**src/rtl/mem_stage.sv**
```systemverilog
// mem_stage: memory-access stage of the 16-bit pipelined CPU.
//
// Takes the instruction held in the EX/MEM register, issues loads and stores
// to data memory over a req/ready handshake, stalls upstream while memory is
// busy, and owns the MEM/WB register that feeds write-back.
//
// Ports
//   clk, rst          clock, asynchronous active-high reset
//   valid_in, flush   live-instruction qualifier and kill (IDLE only)
//   rf_write_in, memtoreg_in, memread_in, memwrite_in   control bits
//   result_in         ALU result / memory address
//   store_data_in     store data
//   rf_write_reg_in   destination register
//   stall             upstream must hold its inputs (combinational)
//   dm_req, dm_we, dm_addr, dm_wdata, dm_rdata, dm_ready   data-memory port
//   rf_write, memtoreg, dm_data, result, rf_write_reg       MEM/WB register
//   err               sticky memory-timeout flag

module mem_stage #(
  parameter int DATA_W  = 16,
  parameter int REG_AW  = 4,
  parameter int TIMEOUT = 255
) (
  input  logic              clk,
  input  logic              rst,
  input  logic              valid_in,
  input  logic              flush,
  input  logic              rf_write_in,
  input  logic              memtoreg_in,
  input  logic              memread_in,
  input  logic              memwrite_in,
  input  logic [DATA_W-1:0] result_in,
  input  logic [DATA_W-1:0] store_data_in,
  input  logic [REG_AW-1:0] rf_write_reg_in,
  output logic              stall,
  output logic              dm_req,
  output logic              dm_we,
  output logic [DATA_W-1:0] dm_addr,
  output logic [DATA_W-1:0] dm_wdata,
  input  logic [DATA_W-1:0] dm_rdata,
  input  logic              dm_ready,
  output logic              rf_write,
  output logic              memtoreg,
  output logic [DATA_W-1:0] dm_data,
  output logic [DATA_W-1:0] result,
  output logic [REG_AW-1:0] rf_write_reg,
  output logic              err
);

  typedef enum logic [0:0] {
    ST_IDLE = 1'b0,
    ST_WAIT = 1'b1
  } state_t;

  localparam logic [7:0] TIMEOUT_C = 8'(TIMEOUT);

  state_t              state_q, state_d;
  logic [7:0]          cnt_q, cnt_d;

  // Copy of the in-flight memory instruction, so WAIT is independent of upstream.
  logic [DATA_W-1:0]   lat_addr_q, lat_addr_d;
  logic [DATA_W-1:0]   lat_wdata_q, lat_wdata_d;
  logic                lat_we_q, lat_we_d;
  logic                lat_rfw_q, lat_rfw_d;
  logic                lat_m2r_q, lat_m2r_d;
  logic [REG_AW-1:0]   lat_dest_q, lat_dest_d;

  // MEM/WB register.
  logic                rf_write_q, rf_write_d;
  logic                memtoreg_q, memtoreg_d;
  logic [DATA_W-1:0]   dm_data_q, dm_data_d;
  logic [DATA_W-1:0]   result_q, result_d;
  logic [REG_AW-1:0]   dest_q, dest_d;
  logic                err_q, err_d;

  logic                live_s, memop_s;
  logic                stall_s, req_s, we_s;
  logic [DATA_W-1:0]   addr_s, wdata_s;

  assign live_s  = valid_in & ~flush;
  assign memop_s = memread_in | memwrite_in;

  // Next-state, MEM/WB capture and memory-port drive.
  always_comb begin
    state_d     = state_q;
    cnt_d       = cnt_q;
    lat_addr_d  = lat_addr_q;
    lat_wdata_d = lat_wdata_q;
    lat_we_d    = lat_we_q;
    lat_rfw_d   = lat_rfw_q;
    lat_m2r_d   = lat_m2r_q;
    lat_dest_d  = lat_dest_q;
    rf_write_d  = rf_write_q;
    memtoreg_d  = memtoreg_q;
    dm_data_d   = dm_data_q;
    result_d    = result_q;
    dest_d      = dest_q;
    err_d       = err_q;
    stall_s     = 1'b0;
    req_s       = 1'b0;
    we_s        = lat_we_q;
    addr_s      = lat_addr_q;
    wdata_s     = lat_wdata_q;

    case (state_q)
      ST_IDLE: begin
        if (live_s && memop_s) begin
          // A set memwrite_in wins over memread_in: both set means store.
          req_s       = 1'b1;
          we_s        = memwrite_in;
          addr_s      = result_in;
          wdata_s     = store_data_in;
          lat_addr_d  = result_in;
          lat_wdata_d = store_data_in;
          lat_we_d    = memwrite_in;
          lat_rfw_d   = rf_write_in;
          lat_m2r_d   = memtoreg_in;
          lat_dest_d  = rf_write_reg_in;
          if (dm_ready) begin
            rf_write_d = rf_write_in & ~memwrite_in;
            memtoreg_d = memtoreg_in;
            dm_data_d  = memwrite_in ? {DATA_W{1'b0}} : dm_rdata;
            result_d   = result_in;
            dest_d     = rf_write_reg_in;
          end else begin
            stall_s    = 1'b1;
            rf_write_d = 1'b0;
            state_d    = ST_WAIT;
            cnt_d      = 8'd1;
          end
        end else if (live_s) begin
          rf_write_d = rf_write_in;
          memtoreg_d = memtoreg_in;
          dm_data_d  = {DATA_W{1'b0}};
          result_d   = result_in;
          dest_d     = rf_write_reg_in;
        end else begin
          rf_write_d = 1'b0;
        end
      end

      ST_WAIT: begin
        req_s   = 1'b1;
        stall_s = 1'b1;
        if (dm_ready) begin
          // Release upstream this cycle so it advances on the completing edge.
          stall_s    = 1'b0;
          rf_write_d = lat_rfw_q & ~lat_we_q;
          memtoreg_d = lat_m2r_q;
          dm_data_d  = lat_we_q ? {DATA_W{1'b0}} : dm_rdata;
          result_d   = lat_addr_q;
          dest_d     = lat_dest_q;
          state_d    = ST_IDLE;
          cnt_d      = 8'd0;
        end else if (cnt_q == TIMEOUT_C) begin
          // Abort: retire the instruction without a register write.
          stall_s    = 1'b0;
          rf_write_d = 1'b0;
          memtoreg_d = lat_m2r_q;
          dm_data_d  = {DATA_W{1'b0}};
          result_d   = lat_addr_q;
          dest_d     = lat_dest_q;
          err_d      = 1'b1;
          state_d    = ST_IDLE;
          cnt_d      = 8'd0;
        end else begin
          rf_write_d = 1'b0;
          cnt_d      = cnt_q + 8'd1;
        end
      end

      default: begin
        state_d    = ST_IDLE;
        cnt_d      = 8'd0;
        rf_write_d = 1'b0;
      end
    endcase
  end

  // State, latched request and MEM/WB register.
  always_ff @(posedge clk or posedge rst) begin
    if (rst) begin
      state_q     <= ST_IDLE;
      cnt_q       <= 8'd0;
      lat_addr_q  <= {DATA_W{1'b0}};
      lat_wdata_q <= {DATA_W{1'b0}};
      lat_we_q    <= 1'b0;
      lat_rfw_q   <= 1'b0;
      lat_m2r_q   <= 1'b0;
      lat_dest_q  <= {REG_AW{1'b0}};
      rf_write_q  <= 1'b0;
      memtoreg_q  <= 1'b0;
      dm_data_q   <= {DATA_W{1'b0}};
      result_q    <= {DATA_W{1'b0}};
      dest_q      <= {REG_AW{1'b0}};
      err_q       <= 1'b0;
    end else begin
      state_q     <= state_d;
      cnt_q       <= cnt_d;
      lat_addr_q  <= lat_addr_d;
      lat_wdata_q <= lat_wdata_d;
      lat_we_q    <= lat_we_d;
      lat_rfw_q   <= lat_rfw_d;
      lat_m2r_q   <= lat_m2r_d;
      lat_dest_q  <= lat_dest_d;
      rf_write_q  <= rf_write_d;
      memtoreg_q  <= memtoreg_d;
      dm_data_q   <= dm_data_d;
      result_q    <= result_d;
      dest_q      <= dest_d;
      err_q       <= err_d;
    end
  end

  // Reset gates the handshake outputs even if upstream presents a memory op.
  assign stall        = stall_s & ~rst;
  assign dm_req       = req_s & ~rst;
  assign dm_we        = we_s;
  assign dm_addr      = addr_s;
  assign dm_wdata     = wdata_s;

  assign rf_write     = rf_write_q;
  assign memtoreg     = memtoreg_q;
  assign dm_data      = dm_data_q;
  assign result       = result_q;
  assign rf_write_reg = dest_q;
  assign err          = err_q;

endmodule

```
**config.mk**
```make
export PLATFORM = sky130hd
export DESIGN_NAME = mem_stage
export DESIGN_NICKNAME = d
export VERILOG_FILES = /design/src/rtl/mem_stage.sv
export SDC_FILE = /design/constraint.sdc
export NUM_CORES = 1
export LEC_CHECK = 0
export ABC_AREA = 0
export ABC_CLOCK_PERIOD_IN_PS = 9950
export CORE_MARGIN = 5
export CORE_UTILIZATION = 25
export DETAILED_ROUTE_END_ITERATION = 16
export PLACE_DENSITY = 0.53
export SLEW_MARGIN = 20
export SYNTH_ARGS = -nofsm -noshare
export SYNTH_HDL_FRONTEND = slang
export SYNTH_SLANG_ARGS = --single-unit
```
**constraint.sdc**
```tcl
create_clock -name clk -period 9.95 [get_ports clk]
set_input_delay 1.99 -clock clk [delete_from_list [all_inputs] [get_ports clk]]
set_output_delay 1.99 -clock clk [all_outputs]
set_load 0.05 [all_outputs]
```
Word-level counts from Yosys, hierarchy flattened

Index checks and enable logic that the tools add are counted.

Bits in registers: 87
Input bits: 61
Output and inout bits: 74
Logic and storage cells: 87

Add/sub/neg operators: 1
Equal/unequal tests: 6
Mux-type cells: 49
Bitwise logic cells: 12
Reductions and logical operators: 5

Operator list:

| operator                                                         | count |
|---|---|
| 16-bit 2-to-1 mux                                                | 16 |
| 16-bit one-hot mux with 2 select lines                           | 2 |
| 8-bit 2-to-1 mux                                                 | 4 |
| 4-bit 2-to-1 mux                                                 | 5 |
| 1-bit 2-to-1 mux                                                 | 16 |
| 8-bit one-hot mux with 2 select lines                            | 1 |
| 8-bit by 1-bit adder with 8-bit output (second input constant)   | 1 |
| 8-bit == test (second input constant)                            | 1 |
| 1-bit one-hot mux with 2 select lines                            | 4 |
| 4-bit one-hot mux with 2 select lines                            | 1 |
| 3-bit != test (second input constant)                            | 2 |
| 1-bit NOT                                                        | 6 |
| 3-bit AND reduction                                              | 2 |
| 1-bit bitwise AND                                                | 5 |
| 2-bit != test (second input constant)                            | 2 |
| 2-bit AND reduction                                              | 2 |
| 3-bit by 2-bit != test with 1-bit output (second input constant) | 1 |
| 1-bit logical AND                                                | 1 |
| 1-bit OR                                                         | 1 |

Depth between registers and ports, before layout

Gate-level depths: netlist of the first run.

Word-level depth: 6
Mapped depth: 7
Mapped depth without buffers: 5

Worst setup path before layout of the first run

Ideal clock, no wire load.

Kind: input to output
From: input rst
To: output stall
Data arrival time: 4.429 ns
Data required time: 7.960 ns
Path slack: 3.531 ns
Stages on the path: 2
Path buffers: 0
Cells stage by stage: inv_1 and2_1

Longest elaborated chain between the ends: 2

RTL lines:

| what               | RTL line | text |
|---|---|---|
| start: declaration | 25       | `input logic rst,` |
| 1-bit NOT          | 216      | `assign stall = stall_s & ~rst;` |
| 1-bit bitwise AND  | 216      |  |
| end: declaration   | 35       | `output logic stall,` |

No other way between the ends.

Worst setup path in the final report of the first run

From: input memwrite_in
To: output stall

Longest elaborated chain between the ends: 5

RTL lines:

| what                                  | RTL line | text |
|---|---|---|
| start: declaration                    | 31       | `input logic memwrite_in,` |
| 1-bit OR                              | 81       | `assign memop_s = memread_in \| memwrite_in;` |
| 1-bit logical AND                     | 107      | `if (live_s && memop_s) begin` |
| 1-bit 2-to-1 mux                      | 107      |  |
| 1-bit one-hot mux with 2 select lines | 105      | `case (state_q)` |
| named net stall_s                     | 77       | `logic stall_s, req_s, we_s;` |
| 1-bit bitwise AND                     | 216      |  |

The timed path passes the listed nets, and every way through them passes these cells.

==> results by group, run 1 <==
Die
  • Starting density of the core: 25.4%
  • Core footprint: 15200 µm²
  • Cell Rows: 45
  • Die Y: between 100 and 150 µm
  • DIE AREA: between 15000 and 20000 µm²
  • Die W: 134 µm
  • IO Count: 135

Global routing
  • Initial antenna violation count: 0
  • Vias in the first global route: 3001
  • First-pass GRT wire length: 15600 µm
  • Total grt overflow: 0
  • Largest net degree at the start of global routing: 57
  • GR Util All Layers: between 10% and 20%

Timing
  • Crit share post-route: 68.3%
  • Least-Margin Pin Slew: 1010 ps
  • Setup tns final: 0 ps
  • Worst hold slack: about 460 ps
  • Hold Vio Cnt, Final: 0
  • FMAX: 147 MHz
  • Max transition margin: 32.4%
  • Pins over their slew limit: 0
  • Fin crit period: 6800 ps
  • Skew final: 5.82 ps
  • Final Setup Violations: 0
  • RSZ-0062 raised after global routing: false

Synthesis
  • Synth Cell Area: 3870 µm²
  • Async S/R FF share, synth: 100%
  • Ys Warns: 0
  • Post-Syn Instances: 285
  • Synth Register Bits: just under 90
  • Primary FF master, synth: dfrtp_1
  • EDFF count, synth: 0
  • Post-synthesis sequential area ratio: a little under three fifths
  • Syn_nets: approximately 350
  • Yosys top cell by area: dfrtp_1
  • Yosys cell types: 40
  • Most frequent cell after synthesis: dfrtp_1
  • Top post-synthesis cells by area: dfrtp_1 (56%), mux2_2 (19%), mux2i_1 (4.1%)
  • Syn Area/Cell: between 10 and 15 µm²
  • Most instantiated cells after synthesis: dfrtp_1 (87), mux2_2 (65), inv_1 (19), nand2_1 (19), mux2i_1 (16)
  • Synth top area share: 56.3%

Layout
  • Fillers: 1482
  • # diodes: 0
  • Post-route cell area: 5680 µm²
  • Finished Layout Cells: 613
  • Nets: 482
  • Area delta synth->final: 46.7%
  • Layout cells sized above 1: 23.1%

Setup path
  • Crit path kind: input port to output pin
  • CP Launch Type: input port
  • Critical-path maximum fanout: 40
  • Arr. time, crit path: 4810 ps
  • CP Data Required Time: 7960 ps
  • CP endpoint kind: output pin

Power and ir drop
  • Overall Power: 1320 µW
  • Leakage: between 0.002 and 0.0025 µW
  • VDD IR max: around 0.097 mV
  • Power Dens Cells: 233 nW/µm²

CTS
  • # resized after CTS: 0
  • H-Tree Level Count: 3
  • Post-CTS setup buffer count: 0
  • Worst skew pair latency: 330 ps
  • Hold buffers post-CTS: 0
  • Root Driver: clkbuf_16
  • Clock transition at path regs: 60 ps
  • CTS tree: built
  • Max Root-Sink Buffers: 2
  • CTS buffer count: 9
  • Sink Count: 87

Detailed routing
  • TritonRoute pass-1 iters: 4
  • Drt initial violations: 72
  • Antenna Nets Post-Route: 0
  • DRT Wirelength: 9690 µm
  • DR DRC count: 0
  • Vias/cell: 4.37
  • Routed len/inst: 15.8 µm
  • Via count: 2679

Run
  • Max_cap viols: 0

Placed design
  • Post-DP HPWL: approximately 6900 µm
  • Placed inst area: 5370 µm²
  • Final GP Congestion: 0.731
  • DP Cell Count: just under 600
  • IO Port Bufs: 134

Min path
  • Worst hold path class: flop to flop

Run status
  • Status: finished clean
area by class of cell:
class / instances / area (µm²) / area share [%]
Tap cell: 188 / 235 / 4.14
Timing Repair Buffer: 137 / 1360 / 24.0
Inverter: 19 / 72.6 / 1.28
Clock buffer: 13 / 270 / 4.76
Sequential cell: 87 / 2180 / 38.4
Multi-Input combinational cell: 166 / 1520 / 26.7
Clock inverter: 3 / 40.0 / 0.705
worst paths after layout:
kind                                 startpoint                      to  slack (ps)  depth (start not counted)
setup / recovery                    memwrite_in                   stall        3150                          6
hold / removal                  err$_DFFE_PP0P_         err$_DFFE_PP0P_         460                          1
setup reg to reg           cnt_q[0]$_DFFE_PP0P_  result[15]$_DFFE_PP0P_        7410                          6
hold reg to reg                 err$_DFFE_PP0P_         err$_DFFE_PP0P_         460                          1
max in group asynchronous                   rst  dm_data[1]$_DFFE_PP0P_        6760                          3
min in group asynchronous                   rst      rf_write$_DFF_PP0_        2050                          2
cell usage in the layout (no fill, tap or decap), types with 5 or more instances in the layout:
cell and n:
a21oi_1 5, clkbuf_16 9, clkdlybuf4s50_1 134, dfrtp_1 87, inv_1 18, mux2_1 7
mux2_2 65, mux2_4 9, mux2i_1 16, nand2_1 19, nand3_1 5, nor2_1 5
routing by layer:
layer,wire (µm),track usage (%),vias to the layer above
li1,-,-,1257
met1,4340,13.5,1324
met2,4500,17.5,86
met3,714,4.13,12
met4,127,4.19,0
met5,0,0,-
critical path, stage by stage:
cell and delay [ps]:
clkdlybuf4s50_1 540, nor2_1 80, or3_2 890, o21ai_1 330, and2_1 160, clkdlybuf4s50_1 800
cells by family after synthesis:
logic type               count (synthesis)  synth area share [%]
flip-flops                              87                  56.3
AND/OR/NAND/NOR                         44                  5.63
XOR/XNOR                                 2                 0.453
AO/OA/AOI/OAI                           22                  4.14
adder cells (fa/ha/maj)                  1                 0.323
multiplexers                            97                  28.6
buffers and inverters                   32                  4.56
power by group:
part	internal (µW)	switching (µW)	total, µW
clock network	214	133	347
logic	198	319	517
registers	424	34.4	458
total	837	486	1320
metrics by stage:
step	utilization, %	setup slack, ps
detailed placement	35.3	3120
finish	37.3	3150
global route	37.3	2990
CTS	37.3	3110
global placement	35.3	3140
floorplan	-	3530
Power figures use the tool's default switching activity.
==> run 2, diff against run 1 <==
ABC_CLOCK_PERIOD_IN_PS = 6790   (was 9950)
clock period = 6.79 ns   (was 9.95 ns; I/O delays follow)
==> run 2 against run 1 <==
Against the previous run: critical path depth unchanged; sequential power up 47%; critical path type unchanged; clock skew decreased by 2.2 ps; flip-flop and latch count is the same; clock power up 40%.
==> results by group, run 2 (same netlist as run 1, synthesis figures left out) <==
Run status
  • Status: finished clean

Detailed routing
  • M1 WL: 4110 µm (-5.4%)
  • Antenna Nets Post-Route: 0 (unchanged)
  • Vias/cell: 4.38 (+0.33%)
  • DR DRC count: 0 (unchanged)
  • TritonRoute pass-1 iters: 4 (unchanged)
  • Via count: 2679 (unchanged)
  • Highest Signal Layer: met4
  • Routed len/inst: 16.1 µm (+1.9%)
  • Metal2 WL: 4750 µm (+5.5%)
  • Drt initial violations: 97 (+35%)
  • DR WL met3: 882 µm (+24%)
  • DRT Wirelength: 9840 µm (+1.5%)

Timing
  • Max transition margin: 34.7% (+2.3 points)
  • Crit share post-route: 81.1%
  • Final Setup Violations: 0 (unchanged)
  • Least-Margin Pin Slew: 980 ps (-34.1 ps)
  • Worst hold slack: 491 ps (+33.0 ps)
  • RSZ-0062 raised after global routing: false
  • Pins over their slew limit: 0 (unchanged)
  • FMAX: between 150 and 200 MHz
  • Setup tns final: 0 ps (unchanged)
  • Hold Vio Cnt, Final: 0 (unchanged)
  • Skew final: 3.62 ps (-2.20 ps)
  • Fin crit period: 5510 ps

Die
  • Die W: 134 µm (unchanged)
  • Starting density of the core: 25.4% (unchanged)
  • DIE AREA: 18100 µm² (unchanged)
  • IO Count: 135 (unchanged)
  • Die Y: 134 µm (unchanged)
  • Cell Rows: 45 (unchanged)
  • Core footprint: 15200 µm² (unchanged)

CTS
  • Worst skew pair latency: 340 ps (about the same)
  • CTS buffer count: 9 (unchanged)
  • # resized after CTS: 0 (unchanged)
  • Sink Count: 87 (unchanged)
  • CTS tree: built
  • Post-CTS setup buffer count: 0 (unchanged)
  • Clock transition at path regs: 60 ps (about the same)
  • Max Root-Sink Buffers: 2 (unchanged)
  • Root Driver: clkbuf_16
  • Hold buffers post-CTS: 0 (unchanged)
  • H-Tree Level Count: 3 (unchanged)

Setup path
  • Crit path kind: input port to output pin
  • CP Launch Type: input port
  • CP Data Required Time: 5430 ps (-2530 ps)
  • CP endpoint kind: output pin
  • Critical-path maximum fanout: 40 (unchanged)
  • Arr. time, crit path: 4150 ps (-660 ps)

Layout
  • Commonest non-fill, non-tap cell in the layout: clkdlybuf4s50_1
  • Area delta synth->final: 46.0%
  • Nets: 482 (unchanged)
  • Most frequent cells in the layout: clkdlybuf4s50_1 (134), dfrtp_1 (87), mux2_2 (65)
  • Fillers: 1470 (-0.81%)
  • Finished Layout Cells: 611 (-0.33%)
  • Layout cells sized above 1: 22.2% (-0.84 points)
  • # diodes: 0 (unchanged)

Global routing
  • Largest net degree at the start of global routing: 46 (-19%)
  • Vias in the first global route: 3064 (+2.1%)
  • Total grt overflow: 0 (unchanged)
  • First-pass GRT wire length: 15900 µm (+1.8%)
  • GR Util All Layers: 11.3% (+0.35 points)
  • Initial antenna violation count: 0 (unchanged)

Placed design
  • IO Port Bufs: 134 (unchanged)
  • Post-DP HPWL: 6980 µm (+1.7%)
  • DP Cell Count: 597 (unchanged)
  • Final GP Congestion: 0.763 (+4.4%)

Power and ir drop
  • Power Dens Cells: 339 nW/µm² (+46%)
  • Leakage: 0.00233 µW (-0.84%)
  • Overall Power: 1920 µW (+45%)
  • VDD IR max: 0.166 mV (+72%)

Min path
  • Worst hold path class: flop to flop

Run
  • Max_cap viols: 0 (unchanged)
-- run 2: cell count changes in the layout (fill, tap and decap cells not counted) --
cell,previous run,this run
clkbuf_1,1,3
clkbuf_8,3,1
clkinv_2,3,1
-- run 2: per-layer routing --
metal	track usage [%]	up-vias
met5	0	-
met4	2.83	0
met3	6.00	6
met2	18.5	89
met1	13.1	1335
li1	-	1249
-- run 2: through the flow --
stage | instance area [µm²] | util [%] | worst slack, ps
floorplan | 3870 | - | 1640
global placement | 5370 | 35.3 | 1250
detailed placement | 5370 | 35.3 | 1230
CTS | 5650 | 37.1 | 1220
global route | 5650 | 37.1 | 1140
finish | 5650 | 37.1 | 1280
-- run 2: path summary, 6_finish.rpt --
kind,slack [ps],start,to,depth (start not counted)
worst max-delay path,1280,memwrite_in,stall,6
worst min-delay path,490,err$_DFFE_PP0P_,err$_DFFE_PP0P_,1
worst max register to register,4240,cnt_q[0]$_DFFE_PP0P_,memtoreg$_DFFE_PP0P_,6
worst min register to register,490,err$_DFFE_PP0P_,err$_DFFE_PP0P_,1
max in group asynchronous,4230,rst,cnt_q[7]$_DFFE_PP0P_,3
min in group asynchronous,1520,rst,cnt_q[4]$_DFFE_PP0P_,2
-- run 2: final cells by class --
type	instances	area, µm²	share of cell area, %
multi-input combinational	166	1520	26.9
sequential	87	2180	38.6
timing repair buffer	137	1360	24.2
clock buffer	13	250	4.43
clock inverter	1	30.0	0.532
tap	188	235	4.17
inverter	19	72.6	1.29
-- run 2: power breakdown --
part,switching (µW),internal (µW),total [µW]
logic,467,291,758
clock network,193,292,485
registers,51.7,622,673
total,712,1200,1920
-- run 2: worst max-delay path, cell delays in order --
cell and delay (ps):
clkdlybuf4s50_1 550, nor2_1 90, or3_2 890, o21ai_1 310
and2_1 150, clkdlybuf4s50_1 800
==> run 3, diff against run 2 <==
ABC_CLOCK_PERIOD_IN_PS = 5800   (was 6790)
clock period = 5.8 ns   (was 6.79 ns; I/O delays follow)
==> run 3 against run 2 <==
Against the previous run: setup slack worse by 620 ps; critical path type unchanged; utilization is the same; critical path depth is the same; sequential power increased by 16%; die area is the same; flip-flop and latch count did not move; combinational power up 17%; first-iteration DRC count is 25% lower; routed wire length fell by 0.56%.
==> results by group, run 3 (same netlist as run 1, synthesis figures left out) <==
Min path
  • Hold Startpoint: err$_DFFE_PP0P_
  • Hold depth: 1 (unchanged)
  • Hold endpoint: err$_DFFE_PP0P_
  • Worst hold path class: flop to flop

CTS
  • H-Tree Level Count: 3 (unchanged)
  • Clock transition at path regs: 60 ps (about the same)
  • CTS buffer count: 9 (unchanged)
  • CTS tree: built
  • Max Root-Sink Buffers: 2 (unchanged)
  • Worst skew pair latency: 340 ps (about the same)
  • Post-CTS setup buffer count: 0 (unchanged)
  • Root Driver: clkbuf_16
  • # resized after CTS: 0 (unchanged)
  • Sink Count: 87 (unchanged)
  • Hold buffers post-CTS: 0 (unchanged)

Power and ir drop
  • Switching Fraction: 38.0% (+0.83 points)
  • Part of the power in registers: 35.6% (+0.5 points)
  • Overall Power: 2200 µW (+15%)
  • Clock Power Share: 24.0% (-1.3 points)
  • Psw: 837 µW (+18%)
  • Pint: 1370 µW (+13%)
  • Leakage: 0.00234 µW (+0.19%)
  • VDD IR max: 0.206 mV (+24%)
  • Power Dens Cells: 390 nW/µm² (+15%)
  • Comb pwr share: 40.4% (+0.8 points)

Layout
  • Finished Layout Cells: 614 (+0.49%)
  • Layout cells sized above 1: 23.2% (+1.0 points)
  • Area delta synth->final: 46.0% (unchanged)
  • Most frequent cells in the layout: clkdlybuf4s50_1 (134), dfrtp_1 (87), mux2_2 (65)
  • Commonest non-fill, non-tap cell in the layout: clkdlybuf4s50_1
  • Nets: 484 (+0.41%)
  • Fillers: 1502 (+2.2%)
  • # diodes: 0 (unchanged)

Setup path
  • Largest stage delay, worst path: 820 ps (-70 ps)
  • Flop-to-flop setup slack: 3210 ps (-1030 ps)
  • Reg-to-reg endpoint: result[14]$_DFFE_PP0P_
  • CP endpoint kind: output pin
  • CP Data Required Time: 4640 ps (-790 ps)
  • CP Launch Type: input port
  • Crit path top cell by count: clkdlybuf4s50_1
  • Crit path kind: input port to output pin
  • Critical Path Source: memwrite_in
  • Critical-path maximum fanout: 21 (-48%)
  • Arr. time, crit path: 3980 ps (-170 ps)
  • Origin of the critical flop-to-flop path: state_q$_DFF_PP0_
  • Reg2Reg Depth: 6 (unchanged)
  • Slowest stage cell, crit path: clkdlybuf4s50_1
  • Cell Chain, Critical Path: clkdlybuf4s50_1, nor2_1, or3_2, buf_4, mux2_2, clkdlybuf4s50_1

Detailed routing
  • Via count: 2639 (-1.5%)
  • Routed len/inst: 15.9 µm (-1.0%)
  • Drt initial violations: 73 (-25%)
  • Vias/cell: 4.30 (-2.0%)
  • DR DRC count: 0 (unchanged)
  • Antenna Nets Post-Route: 0 (unchanged)
  • TritonRoute pass-1 iters: 4 (unchanged)
  • DRT Wirelength: 9780 µm (-0.56%)

Placed design
  • Post-DP HPWL: 6910 µm (-0.98%)
  • DP Cell Count: 599 (+0.34%)
  • Final GP Congestion: 0.734 (-3.8%)
  • IO Port Bufs: 134 (unchanged)

Die
  • IO Count: 135 (unchanged)
  • Starting density of the core: 25.4% (unchanged)
  • Cell Rows: 45 (unchanged)
  • Core footprint: 15200 µm² (unchanged)
  • Die W: 134 µm (unchanged)
  • Die Y: 134 µm (unchanged)
  • DIE AREA: 18100 µm² (unchanged)

Timing
  • Hold Vio Cnt, Final: 0 (unchanged)
  • Final Setup Violations: 0 (unchanged)
  • Pins over their slew limit: 0 (unchanged)
  • Least-Margin Pin Slew: 738 ps (-242 ps)
  • FMAX: 195 MHz
  • Fin crit period: 5140 ps
  • RSZ-0062 raised after global routing: false
  • Worst hold slack: 464 ps (-26.8 ps)
  • Crit share post-route: 88.6%
  • Max transition margin: 50.8% (+16 points)
  • Setup tns final: 0 ps (unchanged)
  • Skew final: 8.06 ps (+4.44 ps)

Run
  • Max_cap viols: 0 (unchanged)

Global routing
  • First-pass GRT wire length: 15900 µm (-0.26%)
  • Largest net degree at the start of global routing: 46 (unchanged)
  • Total grt overflow: 0 (unchanged)
  • Initial antenna violation count: 0 (unchanged)
  • GR Util All Layers: 11.3% (-0.048 points)
  • Vias in the first global route: 2974 (-2.9%)

Run status
  • Status: finished clean
==> run 3: cell types whose count changed in the layout (fill, tap and decap cells not counted) <==
cell,previous run,this run
clkinv_2,1,4
bufinv_16,1,0
buf_4,3,5
clkbuf_1,3,1
clkinvlp_4,0,1
==> run 3: cell type report <==
| cell class | instances | area [µm²] | area share [%] |
|---|---|---|---|
| clock inverters | 4 | 22.5 | 0.399 |
| flip-flops and latches | 87 | 2180 | 38.6 |
| multi-input cells | 166 | 1520 | 26.9 |
| clock buffers | 11 | 243 | 4.30 |
| inverters | 19 | 72.6 | 1.29 |
| well taps | 188 | 235 | 4.17 |
| repair buffers | 139 | 1380 | 24.4 |
==> run 3: worst max-delay path by stage <==
stage	end	slack [ps]	cells past startpoint
CTS	dm_wdata[8]	610	6
detailed placement	dm_wdata[8]	620	6
global route	dm_wdata[8]	540	6
global placement	dm_addr[5]	660	6
floorplan	stall	1040	2
finish	dm_wdata[8]	660	6
==> run 3: metal layers <==
metal | GRT usage [%] | share of wire, % | vias to the layer above | wire (µm)
met1 | 14.3 | 45 | 1277 | 4360
li1 | - | - | 1263 | -
met5 | 0 | 0 | - | 0
met3 | 3.90 | 7.5 | 13 | 730
met2 | 17.5 | 46 | 86 | 4540
met4 | 4.75 | 1.6 | 0 | 152
==> run 3: power groups by stage <==
| stage | Clock (µW) | Sequential (µW) | Combinational [µW] |
|---|---|---|---|
| 2_1_floorplan | 0 | 984 | 405 |
| 3_3_place_gp | 0 | 792 | 895 |
| 3_5_place_dp | 0 | 796 | 900 |
| 4_1_cts | 556 | 786 | 904 |
| 5_1_grt | 576 | 799 | 934 |
| 6_report | 528 | 784 | 890 |
==> run 3: worst max-delay path: cells and delay by family <==
family,cells,cell delay [ps]
buf+inv,3,1720
simple gates,2,800
mux,1,270
==> run 3: metrics by stage <==
stage / utilization (%) / cell area, µm² / worst slack, ps
6_report: 37.1 / 5650 / 664
3_5_place_dp: 35.4 / 5380 / 617
5_1_grt: 37.1 / 5650 / 542
3_3_place_gp: 35.4 / 5380 / 660
2_1_floorplan: - / 3870 / 1040
4_1_cts: 37.1 / 5650 / 609
